File: src/rtl/sd_block_reader_pkg.sv
// sd_block_reader_pkg: shared constants and the state encoding for the CMD17
// block reader.
package sd_block_reader_pkg;

  // READ_SINGLE_BLOCK command index
  localparam logic [6:0] CMD17 = 7'd17;

  // Data start token and the idle filler byte the card sends before it
  localparam logic [7:0] TOKEN_START = 8'hFE;
  localparam logic [7:0] TOKEN_IDLE  = 8'hFF;

  // err_code values reported alongside done
  localparam logic [1:0] ERR_NONE  = 2'd0;
  localparam logic [1:0] ERR_R1    = 2'd1;
  localparam logic [1:0] ERR_TOKEN = 2'd2;
  localparam logic [1:0] ERR_CRC   = 2'd3;

  // Sequencer states
  typedef enum logic [2:0] {
    ST_IDLE       = 3'd0,
    ST_ISSUE      = 3'd1,
    ST_WAIT_R1    = 3'd2,
    ST_WAIT_TOKEN = 3'd3,
    ST_DATA       = 3'd4,
    ST_CRC        = 3'd5,
    ST_DONE       = 3'd6
  } state_t;

endpackage

File: src/rtl/sd_block_reader_if.sv
// sd_block_reader_if: command/data bus between the block reader (master) and
// the SD SPI command controller (slave).
interface sd_block_reader_if;
  logic [6:0]  sd_cmd;
  logic [31:0] sd_address;
  logic        sd_en;
  logic        sd_rdy;
  logic        sd_valid_status;
  logic [6:0]  sd_resp_status;
  logic [7:0]  sd_data;
  logic        sd_data_valid;

  modport master (
    output sd_cmd, sd_address, sd_en,
    input  sd_rdy, sd_valid_status, sd_resp_status, sd_data, sd_data_valid
  );

  modport slave (
    input  sd_cmd, sd_address, sd_en,
    output sd_rdy, sd_valid_status, sd_resp_status, sd_data, sd_data_valid
  );
endinterface

File: src/rtl/sd_block_reader_crc16.sv
// sd_block_reader_crc16: byte-serial CRC16-CCITT (x^16+x^12+x^5+1, init 0),
// bits taken MSB first. clear has priority over en.
module sd_block_reader_crc16
  import sd_block_reader_pkg::*;
(
  input  logic        clk,
  input  logic        rst,
  input  logic        clear,
  input  logic        en,
  input  logic [7:0]  data,
  output logic [15:0] crc
);

  logic [15:0] crc_q;

  function automatic logic [15:0] crc_step(input logic [15:0] c_in, input logic [7:0] d);
    logic [15:0] c;
    logic        fb;
    c = c_in;
    for (int i = 7; i >= 0; i--) begin
      fb = c[15] ^ d[i];
      c  = {c[14:0], 1'b0};
      if (fb) c = c ^ 16'h1021;
    end
    return c;
  endfunction

  // Accumulate one byte per enable; restart on clear
  always_ff @(posedge clk or negedge rst) begin
    if (!rst) begin
      crc_q <= '0;
    end else if (clear) begin
      crc_q <= '0;
    end else if (en) begin
      crc_q <= crc_step(crc_q, data);
    end
  end

  assign crc = crc_q;

endmodule

File: src/rtl/sd_block_reader.sv
// sd_block_reader: sequences one CMD17 single-block read on the SD SPI
// command controller: issue, R1 check, start-token hunt, data stream, CRC.
// Optional feature macro SD_BLOCK_CRC_EN: check the received block CRC16 and
// report err_code 3 on mismatch; without it the CRC bytes are discarded.
//
// Handshake: a request transfers on a cycle where req_valid && req_ready;
// req_lba must be stable on that cycle. rd_valid has no ready: the consumer
// takes every byte on the cycle it is presented.
module sd_block_reader
  import sd_block_reader_pkg::*;
#(
  parameter int BLOCK_BYTES    = 512,
  parameter int TIMEOUT_CYCLES = 1000000,
  parameter int BYTE_ADDR      = 0
) (
  input  logic        clk,
  input  logic        rst,
  input  logic        req_valid,
  input  logic [31:0] req_lba,
  output logic        req_ready,
  sd_block_reader_if.master sd,
  output logic [7:0]  rd_data,
  output logic        rd_valid,
  output logic        rd_last,
  output logic        busy,
  output logic        done,
  output logic        err,
  output logic [1:0]  err_code,
  output logic [6:0]  r1_status,
  output state_t      dbg_state
);

  localparam int CW = $clog2(BLOCK_BYTES + 2);
  localparam int TW = $clog2(TIMEOUT_CYCLES + 1);

  state_t         state, state_nxt;
  logic [31:0]    addr_q;
  logic [TW-1:0]  timer_q;
  logic [CW-1:0]  cnt_q;
  logic [1:0]     err_code_q;
  logic [6:0]     r1_q;
  logic [7:0]     rd_data_q;
  logic           rd_valid_q;
  logic           rd_last_q;
  logic           accept;
  logic           waiting;
  logic           timer_last;
  logic           data_byte;
  logic           last_data;
  logic           crc_bad;

  assign accept     = (state == ST_IDLE) && req_valid && sd.sd_rdy;
  assign waiting    = (state == ST_WAIT_R1) || (state == ST_WAIT_TOKEN);
  assign timer_last = (timer_q == TW'(TIMEOUT_CYCLES - 1));
  assign data_byte  = (state == ST_DATA) && sd.sd_data_valid;
  assign last_data  = (cnt_q == CW'(BLOCK_BYTES - 1));

  // State register
  always_ff @(posedge clk or negedge rst) begin
    if (!rst) state <= ST_IDLE;
    else      state <= state_nxt;
  end

  // Next-state decode
  always_comb begin
    state_nxt = state;
    case (state)
      ST_IDLE:  if (accept) state_nxt = ST_ISSUE;
      ST_ISSUE: state_nxt = ST_WAIT_R1;
      ST_WAIT_R1: begin
        if (sd.sd_valid_status) begin
          state_nxt = (sd.sd_resp_status == 7'd0) ? ST_WAIT_TOKEN : ST_DONE;
        end else if (timer_last) begin
          state_nxt = ST_DONE;
        end
      end
      ST_WAIT_TOKEN: begin
        // 0xFF filler keeps waiting but does not stop the timer
        if (sd.sd_data_valid && sd.sd_data != TOKEN_IDLE) begin
          state_nxt = (sd.sd_data == TOKEN_START) ? ST_DATA : ST_DONE;
        end else if (timer_last) begin
          state_nxt = ST_DONE;
        end
      end
      ST_DATA: if (sd.sd_data_valid && last_data) state_nxt = ST_CRC;
      ST_CRC:  if (sd.sd_data_valid && cnt_q == CW'(BLOCK_BYTES + 1)) state_nxt = ST_DONE;
      ST_DONE: state_nxt = ST_IDLE;
      default: state_nxt = ST_IDLE;
    endcase
  end

  // Outputs decoded from the current state
  always_comb begin
    busy      = (state != ST_IDLE);
    req_ready = (state == ST_IDLE) && sd.sd_rdy;
    sd.sd_en  = (state == ST_ISSUE);
    sd.sd_cmd = busy ? CMD17 : 7'd0;
    done      = (state == ST_DONE);
    err       = done && (err_code_q != ERR_NONE);
  end

  // Address latch, wait timer, byte counter, R1 capture and error code
  always_ff @(posedge clk or negedge rst) begin
    if (!rst) begin
      addr_q     <= '0;
      timer_q    <= '0;
      cnt_q      <= '0;
      err_code_q <= ERR_NONE;
      r1_q       <= '0;
    end else begin
      if (accept) begin
        addr_q     <= (BYTE_ADDR != 0) ? (req_lba << 9) : req_lba;
        cnt_q      <= '0;
        err_code_q <= ERR_NONE;
      end else if ((state == ST_DATA || state == ST_CRC) && sd.sd_data_valid) begin
        cnt_q <= cnt_q + 1'b1;
      end
      // Timer restarts on every state change, so each wait gets a fresh budget
      timer_q <= (waiting && state_nxt == state) ? timer_q + 1'b1 : '0;
      if (state == ST_WAIT_R1 && sd.sd_valid_status) r1_q <= sd.sd_resp_status;
      if (state_nxt == ST_DONE) begin
        case (state)
          ST_WAIT_R1:    err_code_q <= sd.sd_valid_status ? ERR_R1 : ERR_TOKEN;
          ST_WAIT_TOKEN: err_code_q <= ERR_TOKEN;
          ST_CRC:        if (crc_bad) err_code_q <= ERR_CRC;
          default:       ;
        endcase
      end
    end
  end

  // Registered data stream toward the consumer
  always_ff @(posedge clk or negedge rst) begin
    if (!rst) begin
      rd_data_q  <= '0;
      rd_valid_q <= 1'b0;
      rd_last_q  <= 1'b0;
    end else begin
      rd_valid_q <= data_byte;
      rd_last_q  <= data_byte && last_data;
      if (data_byte) rd_data_q <= sd.sd_data;
    end
  end

`ifdef SD_BLOCK_CRC_EN
  logic [15:0] crc_calc;
  logic [7:0]  crc_hi_q;

  sd_block_reader_crc16 u_crc (
    .clk   (clk),
    .rst   (rst),
    .clear (accept),
    .en    (data_byte),
    .data  (sd.sd_data),
    .crc   (crc_calc)
  );

  // Hold the received CRC high byte until the low byte arrives
  always_ff @(posedge clk or negedge rst) begin
    if (!rst) crc_hi_q <= '0;
    else if (state == ST_CRC && sd.sd_data_valid && cnt_q == CW'(BLOCK_BYTES)) crc_hi_q <= sd.sd_data;
  end

  assign crc_bad = ({crc_hi_q, sd.sd_data} != crc_calc);
`else
  assign crc_bad = 1'b0;
`endif

  assign sd.sd_address = addr_q;
  assign rd_data       = rd_data_q;
  assign rd_valid      = rd_valid_q;
  assign rd_last       = rd_last_q;
  assign err_code      = err_code_q;
  assign r1_status     = r1_q;
  assign dbg_state     = state;

endmodule

File: src/flat_wrapper.sv
// flat-port wrapper written by rule: the top's interface ports become plain ports
module sd_block_reader_flat import sd_block_reader_pkg::*;
#(
  parameter int BLOCK_BYTES    = 512,
  parameter int TIMEOUT_CYCLES = 1000000,
  parameter int BYTE_ADDR      = 0
)
  (clk, rst, req_valid, req_lba, req_ready, rd_data, rd_valid, rd_last, busy, done, err, err_code, r1_status, dbg_state, sd_sd_cmd, sd_sd_address, sd_sd_en, sd_sd_rdy, sd_sd_valid_status, sd_sd_resp_status, sd_sd_data, sd_sd_data_valid);
  sd_block_reader_if sd_i ();
  input  logic clk;
  input  logic rst;
  input  logic req_valid;
  input  logic [31:0] req_lba;
  output logic req_ready;
  output logic [7:0] rd_data;
  output logic rd_valid;
  output logic rd_last;
  output logic busy;
  output logic done;
  output logic err;
  output logic [1:0] err_code;
  output logic [6:0] r1_status;
  output state_t dbg_state;
  output wire logic [$bits(sd_i.sd_cmd)-1:0] sd_sd_cmd;
  output wire logic [$bits(sd_i.sd_address)-1:0] sd_sd_address;
  output wire logic [$bits(sd_i.sd_en)-1:0] sd_sd_en;
  input wire logic [$bits(sd_i.sd_rdy)-1:0] sd_sd_rdy;
  input wire logic [$bits(sd_i.sd_valid_status)-1:0] sd_sd_valid_status;
  input wire logic [$bits(sd_i.sd_resp_status)-1:0] sd_sd_resp_status;
  input wire logic [$bits(sd_i.sd_data)-1:0] sd_sd_data;
  input wire logic [$bits(sd_i.sd_data_valid)-1:0] sd_sd_data_valid;
  assign sd_sd_cmd = sd_i.sd_cmd;
  assign sd_sd_address = sd_i.sd_address;
  assign sd_sd_en = sd_i.sd_en;
  assign sd_i.sd_rdy = sd_sd_rdy;
  assign sd_i.sd_valid_status = sd_sd_valid_status;
  assign sd_i.sd_resp_status = sd_sd_resp_status;
  assign sd_i.sd_data = sd_sd_data;
  assign sd_i.sd_data_valid = sd_sd_data_valid;
  sd_block_reader #(.BLOCK_BYTES(BLOCK_BYTES), .TIMEOUT_CYCLES(TIMEOUT_CYCLES), .BYTE_ADDR(BYTE_ADDR)) u_core (.clk(clk), .rst(rst), .req_valid(req_valid), .req_lba(req_lba), .req_ready(req_ready), .sd(sd_i), .rd_data(rd_data), .rd_valid(rd_valid), .rd_last(rd_last), .busy(busy), .done(done), .err(err), .err_code(err_code), .r1_status(r1_status), .dbg_state(dbg_state));
endmodule
File: config.mk
export PLATFORM = sky130hd
export DESIGN_NAME = sd_block_reader_flat
export DESIGN_NICKNAME = d
export VERILOG_FILES = /design/src/rtl/sd_block_reader_pkg.sv /design/src/rtl/sd_block_reader_if.sv /design/src/rtl/sd_block_reader_crc16.sv /design/src/rtl/sd_block_reader.sv /design/src/flat_wrapper.sv
export SDC_FILE = /design/constraint.sdc
export NUM_CORES = 1
export LEC_CHECK = 0
export CELL_PAD_IN_SITES_DETAIL_PLACEMENT = 1
export CELL_PAD_IN_SITES_GLOBAL_PLACEMENT = 1
export CORE_ASPECT_RATIO = 1.5
export CORE_MARGIN = 2
export CORE_UTILIZATION = 37
export DETAILED_ROUTE_END_ITERATION = 12
export MAX_ROUTING_LAYER = met4
export PLACE_DENSITY_LB_ADDON = 0.1
export SLEW_MARGIN = 10
export SYNTH_ARGS = -nofsm -noshare
export SYNTH_HDL_FRONTEND = slang
export SYNTH_SLANG_ARGS = --single-unit
File: constraint.sdc
create_clock -name clk -period 5.6 [get_ports clk]
set_input_delay 0.84 -clock clk [delete_from_list [all_inputs] [get_ports clk]]
set_output_delay 0.84 -clock clk [all_outputs]
set_load 0.03 [all_outputs]
==> flow_summary.toml, run 1 <==
[timing]
fmax_mhz = 327
layout_setup_ws_ns = 2.54
fin_skew_ns = 0.00811
period_needed_ns = 3.06
finalSetupTns_ns = 0
worst_slew_pin_slew_ns = 1.09
slew_headroom_pct = 27.5
whs_ns = 0.468
grt_setup_unrepaired = "false"
post-route-period-util_pct = 54.6
finalMaxSlewViolations = 0
setup_viol = 0
final-hold-violation-count = 0

[cells_and_area]
diodes = 0
drive_gt1_share_pct = 6.73
finalNonFillerCells = 622
layout_commonest_cell = "nand2_1"
fill_cells = 1131
multiInputGateArea_um2 = 1560
nets = 556
areaGrowthSynthToFinish_pct = 38.9
final_cell_mix = "134 x nand2_1, 112 x clkdlybuf4s50_1, 84 x dfrtp_1"
ff_latch_area_um2 = 2100

[flow_run]
cap_violations = 0

[setup_path]
cpMaxStageDelayCell = "clkdlybuf4s50_1"
worst-path-buf-inv = 1
path_class = "flop to output pin"
cpLargestDelayFamily = "buffers and inverters"
path_cells = "nor3_1, and2_1, clkdlybuf4s50_1"
critPathLaunchType = "flop"
required_ns = 4.76
r2r_setup_slack_ns = 3.17
arrival_ns = 2.22
end_kind = "output pin"
critPathMaxStageDelay_ns = 0.67
crit_fanout = 10

[cts]
htreeDepth = 3
cts_sinks = 84
cts_setup_buffers = 0
postCtsHoldBufs = 0
clk_pin_slew_ns = 0.06
clk_path_buf_depth = 2
post_cts_resized = 0
cts-root-buf = "clkbuf_16"
clk_latency_ns = 0.34
cts_tree = "done"
cts_made_buffers = 9

[synth]
synthArstFlopShare_pct = 100
synth_cell_type_count = 48
synth_top_area_cell = "dfrtp_1"
synth_edf_count = 0
synthSimpleGateAreaFrac_pct = 26.5
synth_flop_cell = "dfrtp_1"
synthAdderAreaFrac_pct = 0.988
yosysSeqAreaShare_pct = 55.3
synth_top_area_share_pct = 55.3
synth-compound-area-share_pct = 5.11
synth-xor-area-share_pct = 5.76
syn_inst = 392
syn-cell-area_um2 = 3800
synth_mux_area_share_pct = 2.08
yosys_warnings = 0
synth_area_leaders = "dfrtp_1 55%, nand2_1 13%, nor3_1 3.3%"
synth_top_family_by_area = "simple AND/OR/NAND/NOR gates"
yosys_register_bits = 84
syn_area_per_cell_um2 = 9.69

[die]
start_util_pct = 37.7
die_w_um = 86.7
io_pins = 119
design.die.area_um2 = 11100
fp.dieH_um = 128
core_region_area_um2 = 10100
rows = 45

[placement]
globalplace.congestion = 0.751
pre_cts_slack_ns = 2.50
dp_hpwl_um = 7320
placedCellCount = 606
portBuffers = 113

[power]
peakVddDrop_mv = 0.163
powerDensity_nw_per_um2 = 265
p_leak_uw = 0.00240
total_power_uw = 1400

[detailed_routing]
drc = 0
vias = 3162
via_per_inst = 5.08
routed_wirelength_um = 10200
drtPass1Iterations = 3
wire_per_inst_um = 16.3
drt-initial-drc-count = 82
antenna_left = 0

[outcome]
status = "finished clean"

[grt]
grtUsageTotal_pct = 20.6
grt_pass1_wl_um = 17000
grt_pass1_vias = 3467
grt_max_degree = 85
antenna_found_initial = 0
overflow = 0

[min_path]
hold_path_class = "flop to flop"
## kinds of logic after synthesis
| group | after synthesis |
|---|---|
| flops | 84 |
| mux | 7 |
| fa+ha+maj | 3 |
| buf+inv | 33 |
| compound gates | 21 |
| simple gates | 218 |
| other cells | 1 |
| xor+xnor | 25 |
## per-layer routing
layer,part of all wire [%],track usage (%)
met5,0,-
met4,2.5,9.10
met3,6.1,6.31
met2,52,33.9
met1,39,22.7
## path summary, 6_finish.rpt
path                                                     startpoint                                  end  depth (start not counted)
worst max-delay path                  u_core.dbg_state[2]$_DFF_PN0_                            req_ready                          3
min in group asynchronous                                       rst            u_core.rd_valid$_DFF_PN0_                          1
worst min-delay path            u_core.sd.sd_address[1]$_DFFE_PN0P_  u_core.sd.sd_address[1]$_DFFE_PN0P_                          2
max in group asynchronous                                       rst      u_core.r1_status[6]$_DFFE_PN0P_                          1
worst max register to register         u_core.timer_q[10]$_DFF_PN0_          u_core.timer_q[6]$_DFF_PN0_                          5
worst min register to register  u_core.sd.sd_address[1]$_DFFE_PN0P_  u_core.sd.sd_address[1]$_DFFE_PN0P_                          2
## worst min-delay path, cell delays in order, from the launching register on
cell	delay, ns
dfrtp_1	0.34
nand2_1	0.05
nand2_1	0.05
## cell usage after synthesis, types with 2 or more instances
master,n
a21oi_1,2
a22oi_1,2
a32o_1,2
and2_1,2
and3_1,6
and4_1,2
buf_2,5
buf_4,7
clkbuf_1,11
dfrtp_1,84
ha_1,3
inv_1,9
mux2_2,7
nand2_1,134
nand3_1,7
nand4_1,10
nand4b_1,2
nor2_1,14
nor3_1,25
o21ai_0,4
or3_1,2
or4_1,3
xnor2_1,11
xor2_1,14
## report_power, final
group	internal [uW]	total (uW)	switching (uW)
Clock	343	579	235
Combinational	72.9	148	75.0
Sequential	638	672	34.5
## through the flow
stage,instance area (um2),util [%]
floorplan,3810,-
global route,5280,52.4
detailed placement,4990,49.5
finish,5280,52.4
global placement,4990,49.5
CTS,5280,52.4
## layout make-up
type	instances	share of cell area [%]
Clock buffer	11	4.41
Sequential cell	84	39.8
Clock inverter	5	0.996
Tap cell	117	2.77
Timing Repair Buffer	116	21.8
Multi-Input combinational cell	279	29.5
Inverter	10	0.711
## sequential cells by signal (all words and copies together), names as in the netlist
| name | cells |
|---|---|
| u_core.rd_data | 8 |
| u_core.cnt_q | 10 |
| u_core.sd.sd_address | 32 |
| u_core.rd_last | 1 |
| u_core.rd_valid | 1 |
| u_core.err_code | 2 |
| u_core.dbg_state | 3 |
| u_core.r1_status | 7 |
| u_core.timer_q | 20 |
Power figures use the tool's default switching activity.
==> run 2, diff against run 1 <==
Settings changed: CORE_UTILIZATION 37 to 35.
Clock period 5.6 ns to 2.92 ns, I/O delays scaled along.
==> run 2 against run 1 <==
Net effect:
- clock-buffer cell count is 2 lower
- design area is 2.6% higher
- worst setup slack worse by 2.2 ns
- critical path depth is 1 higher
- clock power is 110% higher
- routed wire length is 2.4% higher
- via count is 0.73% higher
- hold slack worse by 0.46 ns
- power is 100% higher
==> flow_summary.toml, run 2 (synthesized netlist as in run 1, its figures left out) <==
[cells_and_area]
nets = 561
layout_commonest_cell = "nand2_1"
final_cell_mix = "134 x nand2_1, 112 x clkdlybuf4s50_1, 84 x dfrtp_1"
drive_gt1_share_pct = 8.04
fill_cells = 1235
multiInputGateArea_um2 = 1560
ff_latch_area_um2 = 2100
fin_util_pct = 51.1
areaGrowthSynthToFinish_pct = 42.5
diodes = 0
largest_register_ffs = 32

[setup_path]
r2r-end = "u_core.timer_q[12]$_DFF_PN0_"
arrival_ns = 2.19
critPathLaunchType = "flop"
critPathMaxStageDelay_ns = 0.69
cpLargestDelayFamily = "buffers and inverters"
path_class = "flop to output pin"
end_kind = "output pin"
cpMaxStageDelayCell = "clkdlybuf4s50_1"
worst-path-buf-inv = 2
required_ns = 2.48
reg2reg_depth = 7
crit_fanout = 6
r2r_setup_slack_ns = 0.61
rr_startpoint = "u_core.timer_q[0]$_DFF_PN0_"
path_cells = "buf_4, nor3_1, and2_1, clkdlybuf4s50_1"

[outcome]
status = "finished clean"

[power]
power_frac_seq_pct = 45.7
peakVddDrop_mv = 0.259
p_clk_share_pct = 43.9
pwr-share-comb_pct = 10.4
p_sw_uw = 695
powerDensity_nw_per_um2 = 520
p_leak_uw = 0.00244
p_int_uw = 2120
sw_frac_of_total_pct = 24.7

[timing]
final-hold-violation-count = 0
period_needed_ns = 2.63
fmax_mhz = 380
finalMaxSlewViolations = 0
setup_viol = 0
layout_setup_ws_ns = 0.291
grt_setup_unrepaired = "false"
post-route-period-util_pct = 90.0
fin_skew_ns = 0.00905
finalSetupTns_ns = 0

[detailed_routing]
drtPass1Iterations = 4
via_per_inst = 4.87
drt-initial-drc-count = 75
antenna_left = 0
vias = 3185
routed_wirelength_um = 10400
wire_per_inst_um = 15.9
drc = 0

[cts]
cts_made_buffers = 9
post_cts_resized = 0
clk_latency_ns = 0.34
cts_tree = "done"
htreeDepth = 3
postCtsHoldBufs = 0
clk_path_buf_depth = 2
cts_setup_buffers = 0
cts-root-buf = "clkbuf_16"
clk_pin_slew_ns = 0.07
cts_sinks = 84

[die]
fp.dieH_um = 132
rows = 46
design.die.area_um2 = 11700
core_region_area_um2 = 10600
io_pins = 119
die_w_um = 89.1
start_util_pct = 35.9

[grt]
grt_max_degree = 59
overflow = 0
grtUsageTotal_pct = 19.5
grt_pass1_wl_um = 17200
grt_pass1_vias = 3608
antenna_found_initial = 0

[placement]
portBuffers = 113
dp_hpwl_um = 7640
pre_cts_slack_ns = 0.517
globalplace.congestion = 0.780

[min_path]
hold_path_class = "input pin to async pin"

[flow_run]
cap_violations = 0
==> run 2: routing by layer <==
metal  share of wire, %  GRT usage, %  vias up  routed length (um)
met1                 38          21.3     1581                4000
met3                5.6          5.28       10                 579
li1                   -             -     1518                   -
met2                 54          33.5       76                5650
met5                  0             -        -                   0
met4                1.6          6.47        0                 165
==> run 2: worst max-delay path by stage <==
stage / from / slack, ns / cells after the start / end
global route: u_core.dbg_state[2]$_DFF_PN0_ / 0.15 / 4 / req_ready
detailed placement: sd_sd_resp_status[5] / 0.52 / 7 / u_core.timer_q[7]$_DFF_PN0_
global placement: sd_sd_resp_status[5] / 0.55 / 7 / u_core.timer_q[5]$_DFF_PN0_
floorplan: u_core.dbg_state[2]$_DFF_PN0_ / 0.60 / 4 / err
CTS: u_core.dbg_state[2]$_DFF_PN0_ / 0.24 / 4 / req_ready
finish: u_core.dbg_state[2]$_DFF_PN0_ / 0.29 / 4 / req_ready
==> run 2: per-stage QoR <==
step                area (um2)  cells  total power (uW)  hold WS [ns]
finish                    5410    654              2810        0.0125
global route              5410    654              2930        0.0260
CTS                       5410    654              2850        0.0165
detailed placement        5090    638              1600         0.383
global placement          5090    638              1590         0.380
floorplan                 3810    396              1440         0.142
==> run 2: area by class of cell <==
class / count / area share (%)
flip-flops and latches: 84 / 38.8
multi-input cells: 279 / 28.7
repair buffers: 121 / 22.4
clock buffers: 9 / 4.16
well taps: 144 / 3.33
clock inverters: 7 / 1.83
inverters: 10 / 0.693
==> run 2: power groups by stage <==
stage | Clock (uW) | Combinational (uW) | Sequential (uW)
finish | 1240 | 293 | 1290
global route | 1320 | 323 | 1300
CTS | 1270 | 300 | 1290
detailed placement | 0 | 297 | 1310
global placement | 0 | 287 | 1310
floorplan | 0 | 125 | 1320
